**src/rtl/buzzer_round_ctrl.sv**
```systemverilog
// Round controller for the buzzer quiz system.
// It arms a round and picks the first team to buzz, with A > B > C priority on a same-cycle tie.
// Teams that answered wrongly stay locked out for the rest of the round.
// It applies the judge's verdict to saturating 4-bit scores and drives the one-hot team-select
// lines that feed the score-digit decoder.
//
// Ports:
//   clk, rst               clock, asynchronous active-high reset
//   start                  arm a new round (honoured only in IDLE)
//   buz_a/buz_b/buz_c      debounced buzzer levels; only rising edges count
//   correct/wrong          judge verdict pulses
//   score_A/B/C            one-hot display select: the rotation in IDLE/ARMED, the winner otherwise
//   SA/SB/SC               team scores
//   winner                 one-hot {A,B,C} of the team holding the floor, 0 if none
//   armed                  high while waiting for a buzz
//   timeout                one-cycle pulse when the answer window expires
module buzzer_round_ctrl #(
  parameter int unsigned ANSWER_TICKS = 1000,
  parameter int unsigned DISP_HOLD    = 500,
  parameter int unsigned SCORE_MAX    = 15
) (
  input  logic       clk,
  input  logic       rst,
  input  logic       start,
  input  logic       buz_a,
  input  logic       buz_b,
  input  logic       buz_c,
  input  logic       correct,
  input  logic       wrong,
  output logic       score_A,
  output logic       score_B,
  output logic       score_C,
  output logic [3:0] SA,
  output logic [3:0] SB,
  output logic [3:0] SC,
  output logic [2:0] winner,
  output logic       armed,
  output logic       timeout
);

  localparam logic [1:0] StIdle   = 2'd0;
  localparam logic [1:0] StArmed  = 2'd1;
  localparam logic [1:0] StAnswer = 2'd2;
  localparam logic [1:0] StResult = 2'd3;

  localparam int unsigned TmrMax = (ANSWER_TICKS > DISP_HOLD) ? ANSWER_TICKS : DISP_HOLD;
  localparam int unsigned TmrW   = $clog2(TmrMax + 1);
  localparam int unsigned HoldW  = $clog2(DISP_HOLD + 1);
  localparam logic [3:0]  SMax   = 4'(SCORE_MAX);

  logic [1:0]       state_q, state_d;
  logic [2:0]       winner_q, winner_d;
  logic [2:0]       mask_q, mask_d;
  logic [2:0]       prev_q;
  logic             verdict_q, verdict_d;   // 1: last verdict was correct
  logic             timeout_q, timeout_d;
  logic [TmrW-1:0]  tmr_q, tmr_d;           // answer window, then result hold
  logic [2:0]       rot_q, rot_d;           // one-hot {A,B,C} idle rotation
  logic [HoldW-1:0] rot_cnt_q, rot_cnt_d;
  logic [3:0]       score_q [3];            // index 2=A, 1=B, 0=C, matching winner bits
  logic [3:0]       score_d [3];

  logic [2:0] buz, elig, pick, sel;
  logic       good, bad, expire;

  assign buz  = {buz_a, buz_b, buz_c};
  assign elig = buz & ~prev_q & ~mask_q;
  assign pick = elig[2] ? 3'b100 : (elig[1] ? 3'b010 : 3'b001);

  assign good   = correct & ~wrong;
  assign bad    = wrong & ~correct;
  // Both pulses high count as no verdict, so the window can still expire.
  assign expire = ~good & ~bad & (tmr_q == TmrW'(ANSWER_TICKS - 1));

  always_comb begin
    state_d   = state_q;
    winner_d  = winner_q;
    mask_d    = mask_q;
    verdict_d = verdict_q;
    timeout_d = 1'b0;
    tmr_d     = tmr_q;
    rot_d     = rot_q;
    rot_cnt_d = rot_cnt_q;
    score_d   = score_q;

    // Rotation only runs while nobody holds the floor; it stays frozen through ANSWER/RESULT.
    if (state_q == StIdle || state_q == StArmed) begin
      if (rot_cnt_q == HoldW'(DISP_HOLD - 1)) begin
        rot_cnt_d = '0;
        rot_d     = {rot_q[0], rot_q[2:1]};
      end else begin
        rot_cnt_d = rot_cnt_q + HoldW'(1);
      end
    end

    case (state_q)
      StIdle: begin
        if (start) begin
          state_d = StArmed;
          mask_d  = '0;
        end
      end
      StArmed: begin
        if (elig != 3'b000) begin
          state_d  = StAnswer;
          winner_d = pick;
          tmr_d    = '0;
        end
      end
      StAnswer: begin
        tmr_d = tmr_q + TmrW'(1);
        if (good || bad || expire) begin
          state_d   = StResult;
          tmr_d     = '0;
          verdict_d = good;
          timeout_d = expire;
          if (!good) mask_d = mask_q | winner_q;
          for (int i = 0; i < 3; i++) begin
            if (winner_q[i]) begin
              if (good) begin
                if (score_q[i] < SMax) score_d[i] = score_q[i] + 4'd1;
              end else if (score_q[i] != 4'd0) begin
                score_d[i] = score_q[i] - 4'd1;
              end
            end
          end
        end
      end
      default: begin // StResult
        tmr_d = tmr_q + TmrW'(1);
        if (tmr_q == TmrW'(DISP_HOLD - 1)) begin
          winner_d = '0;
          if (verdict_q || mask_q == 3'b111) begin
            state_d   = StIdle;
            rot_d     = 3'b100;
            rot_cnt_d = '0;
          end else begin
            state_d = StArmed;
          end
        end
      end
    endcase
  end

  always_ff @(posedge clk or posedge rst) begin
    if (rst) begin
      state_q   <= StIdle;
      winner_q  <= '0;
      mask_q    <= '0;
      prev_q    <= '0;
      verdict_q <= 1'b0;
      timeout_q <= 1'b0;
      tmr_q     <= '0;
      rot_q     <= 3'b100;
      rot_cnt_q <= '0;
      score_q   <= '{default: 4'd0};
    end else begin
      state_q   <= state_d;
      winner_q  <= winner_d;
      mask_q    <= mask_d;
      prev_q    <= buz;
      verdict_q <= verdict_d;
      timeout_q <= timeout_d;
      tmr_q     <= tmr_d;
      rot_q     <= rot_d;
      rot_cnt_q <= rot_cnt_d;
      score_q   <= score_d;
    end
  end

  assign sel = (state_q == StAnswer || state_q == StResult) ? winner_q : rot_q;
  assign {score_A, score_B, score_C} = sel;

  assign SA      = score_q[2];
  assign SB      = score_q[1];
  assign SC      = score_q[0];
  assign winner  = winner_q;
  assign armed   = (state_q == StArmed);
  assign timeout = timeout_q;

endmodule

```
**config.mk**
```make
export PLATFORM = sky130hd
export DESIGN_NAME = buzzer_round_ctrl
export DESIGN_NICKNAME = d
export VERILOG_FILES = /design/src/rtl/buzzer_round_ctrl.sv
export SDC_FILE = /design/constraint.sdc
export NUM_CORES = 1
export LEC_CHECK = 0
export CORE_UTILIZATION = 35
export DETAILED_ROUTE_END_ITERATION = 8
export GPL_TIMING_DRIVEN = 0
export PLACE_DENSITY = 0.65
export SYNTH_ARGS = -nofsm -noshare
export SYNTH_HDL_FRONTEND = slang
export SYNTH_SLANG_ARGS = --single-unit
```
**constraint.sdc**
```tcl
create_clock -name clk -period 4.4 [get_ports clk]
set_input_delay 0.66 -clock clk [delete_from_list [all_inputs] [get_ports clk]]
set_output_delay 0.66 -clock clk [all_outputs]
set_load 0.05 [all_outputs]
```
==> results of run 1 <==
per-stage QoR:
stage               total power [µW]  std cells
floorplan                       1567        248
global placement                1869        374
detailed placement              1894        375
CTS                             2156        383
global route                    2298        383
finish                          2135        383
power by group:
group	switching (µW)	internal [µW]	total, µW
logic	691	465	1160
clock network	140	112	252
registers	166	562	728
registers in the layout (all words and copies together), names as in the netlist:
signal,flops
tmr_q,10
rot_cnt_q,9
SA,4
SB,4
SC,4
mask_q,3
prev_q,3
rot_q,3
winner,3
state_q,2
timeout,1
verdict_q,1
how the worst max path moves through the flow:
| stage | cells after the start | to | slack (ns) |
|---|---|---|---|
| 5_1_grt | 5 | score_A | 1.14 |
| 3_3_place_gp | 9 | SA[3] | 1.25 |
| 3_5_place_dp | 9 | SA[3] | 1.23 |
| 2_1_floorplan | 9 | SA[3] | 1.98 |
| 4_1_cts | 5 | score_A | 1.28 |
| 6_report | 5 | score_A | 1.30 |
cells in the final DEF, fill, tap and decap left out, types with 3 or more instances in the layout:
cell type and count:
dfrtp_1 46, xnor2_1 12, ha_1 14, o21ai_0 11
a22o_1 10, nor3_1 3, clkdlybuf4s50_1 27, and3_1 5
nand2_1 11, mux2_2 6, mux2i_1 3, nand2b_1 3
a21oi_1 11, a21o_1 7, inv_1 5, mux2_4 3
clkbuf_8 5, o2111a_2 3, or4_1 3, nand2_2 3
nor2_1 30, nand3_1 8, clkbuf_1 3, fa_1 3
nor3b_1 4, xor2_1 8
area by class of cell:
class,count,area [µm²],area share
buffer,3,13.76,0.004360
multi-input combinational,191,1444,0.4574
inverter,7,26.28,0.008323
clock buffer,7,76.32,0.02418
sequential,47,1177,0.3730
timing repair buffer,28,290.3,0.09195
clock inverter,1,5.005,0.001585
tap,99,123.9,0.03924
per-layer routing:
metal  part of all wire  track usage
met3              0.025      0.02031
met5                  0            0
met1               0.51       0.2029
met2               0.45       0.2130
met4              0.011      0.04329
critical path: stages, from the launching register on:
cell	delay, ns
dfrtp_1	0.43
inv_1	0.09
ha_1	0.30
nor2_1	0.24
mux2_2	0.38
clkdlybuf4s50_1	0.70
logic make-up after synthesis:
family	Yosys count	share of synthesized area
AOI/OAI and AO/OA	54	0.1537
muxes	12	0.05359
and+or+nand+nor	88	0.1810
DFF	47	0.4424
xor gates and xnor gates	20	0.06582
adders and majority gates	17	0.08839
buffers and inverters	10	0.01504
==> flow_summary.yaml, run 1 <==
worst_setup_path:
  rrSetupSlack_ns: 2.11
  arrival_ns: 2.44
  path_class: "reg -> out"
  worst_ep_required_time_ns: 3.74
  r2r-start: "state_q[0]"
  r2r_end: "SB[1]"
  startpoint_type: "register"
  cp_max_fo: 7
  r2r_cells: 6
  crit_path_start: "state_q[0]"
  cp-end-kind: "output port"
die:
  initial_core_util: 0.3650
  core_area_um2: 7292
  dieArea_um2: 7957
  die_h_um: 89.20
  rows: 31
  ios: 28
  die_w_um: 89.20
hold_path:
  hold-path-endpoint: "tmr_q[1]"
  whs_path_depth: 2
  min_path_type: "reg -> reg"
  worstHoldStart: "tmr_q[1]"
route:
  drt-total-wl_mm: 5.325
  drt_iter0_markers: 92
  wl_per_cell_um: 13.90
  remaining_drc_errors: 0
  drt_first_pass_iters: 4
  vias: 1960
  antenna_left: 0
  viasPerCell: 5.117
synthesis:
  yosysWarnings: 0
  ys_async_sr_fraction: 1.000
  synth.top_cells.by_area: "dfrtp_1 43%, ha_1 6.6%, nor2_1 4.2%, xnor2_1 3.9%, a22o_1 3.3%"
  syn-cell-area_um2: 2661
  yosys.area.top_type_share: 0.4325
  synth_edf_count: 0
  synth.most_common_cell: "dfrtp_1"
  synth.avg_cell_area_um2: 10.73
  synth_flop_cell: "dfrtp_1"
  syn-num-nets: 273
  synth-seq-cells: 47
  synth_top_area_cell: "dfrtp_1"
  synthCells: 248
  synth_cell_types: 49
  synthTopCellsByCount: "46 x dfrtp_1, 30 x nor2_1, 14 x ha_1"
  yosysSeqAreaShare: 0.4424
power_and_ir_drop:
  p_leak_uw: 0.001381
  ir_drop_mv: 0.2341
  power_density_nw_per_um2: 676.4
global_route:
  grt_usage: 0.1392
  grt_antenna_before_repair: 0
  gr-total-overflow: 0
  grt_pass1_vias: 1771
  grt_max_degree: 33
  grt_pass1_wl_mm: 8.590
sta:
  fin_crit_ns: 3.098
  relSlewSlack: 0.5617
  setup_viol: 0
  hold_ws_ns: 0.5072
  rsz0062_at_grt: "false"
  max_freq_mhz: 322.8
  finalWorstSetupSlack_ns: 1.303
  skew_ns: 0.004694
  period_share: 0.7040
  tightestPinTransition_ns: 0.6506
  tns_ns: 0
  hold_viol: 0
  slew_violations: 0
cells_and_area:
  drive_gt1_frac: 0.1303
  final_core_util: 0.4329
  nets: 308
  final_cell_area_um2: 3157
  area_growth_pct: 18.62
  nFillCells: 741
  diodes: 0
clock_network:
  cts.sinks: 47
  clkTransAtPathRegs_ns: 0.08
  clock_latency_ns: 0.29
  cts_root_buf: "clkbuf_8"
  htreeDepth: 2
  clk_path_buf_depth: 2
  cts_hold_buf: 0
  post_cts_buffers: 0
  cts_tree: "yes"
  cts_buffers: 5
  cts_resized: 0
placement:
  io_buffers: 27
  gp_congestion: 0.7638
  pre_cts_slack_ns: 1.226
  hpwlAfterDp_mm: 3.839
  placed_cell_area_um2: 3075
run:
  maxCapViolations: 0
outcome:
  status: "complete, no violations"
Power figures use the tool's default switching activity.
==> inputs of run 2 (changes only) <==
==> constraint.sdc (replaced) <==
create_clock -name clk -period 3.2 [get_ports clk]
set_input_delay 0.48 -clock clk [delete_from_list [all_inputs] [get_ports clk]]
set_output_delay 0.48 -clock clk [all_outputs]
set_load 0.05 [all_outputs]
==> results of run 2 <==
Same layout as run 1 (identical final DEF). Status: complete, no violations.
Among the figures that moved: setup slack after placement 1.226 ns -> 0.2060 ns; setup slack after layout 1.303 ns -> 0.2825 ns; hold slack 0.5072 ns -> 0.4774 ns; register-to-register setup slack 2.11 ns -> 0.91 ns; total power 2135 µW -> 2936 µW; worst IR drop on VDD 0.2341 mV -> 0.3219 mV
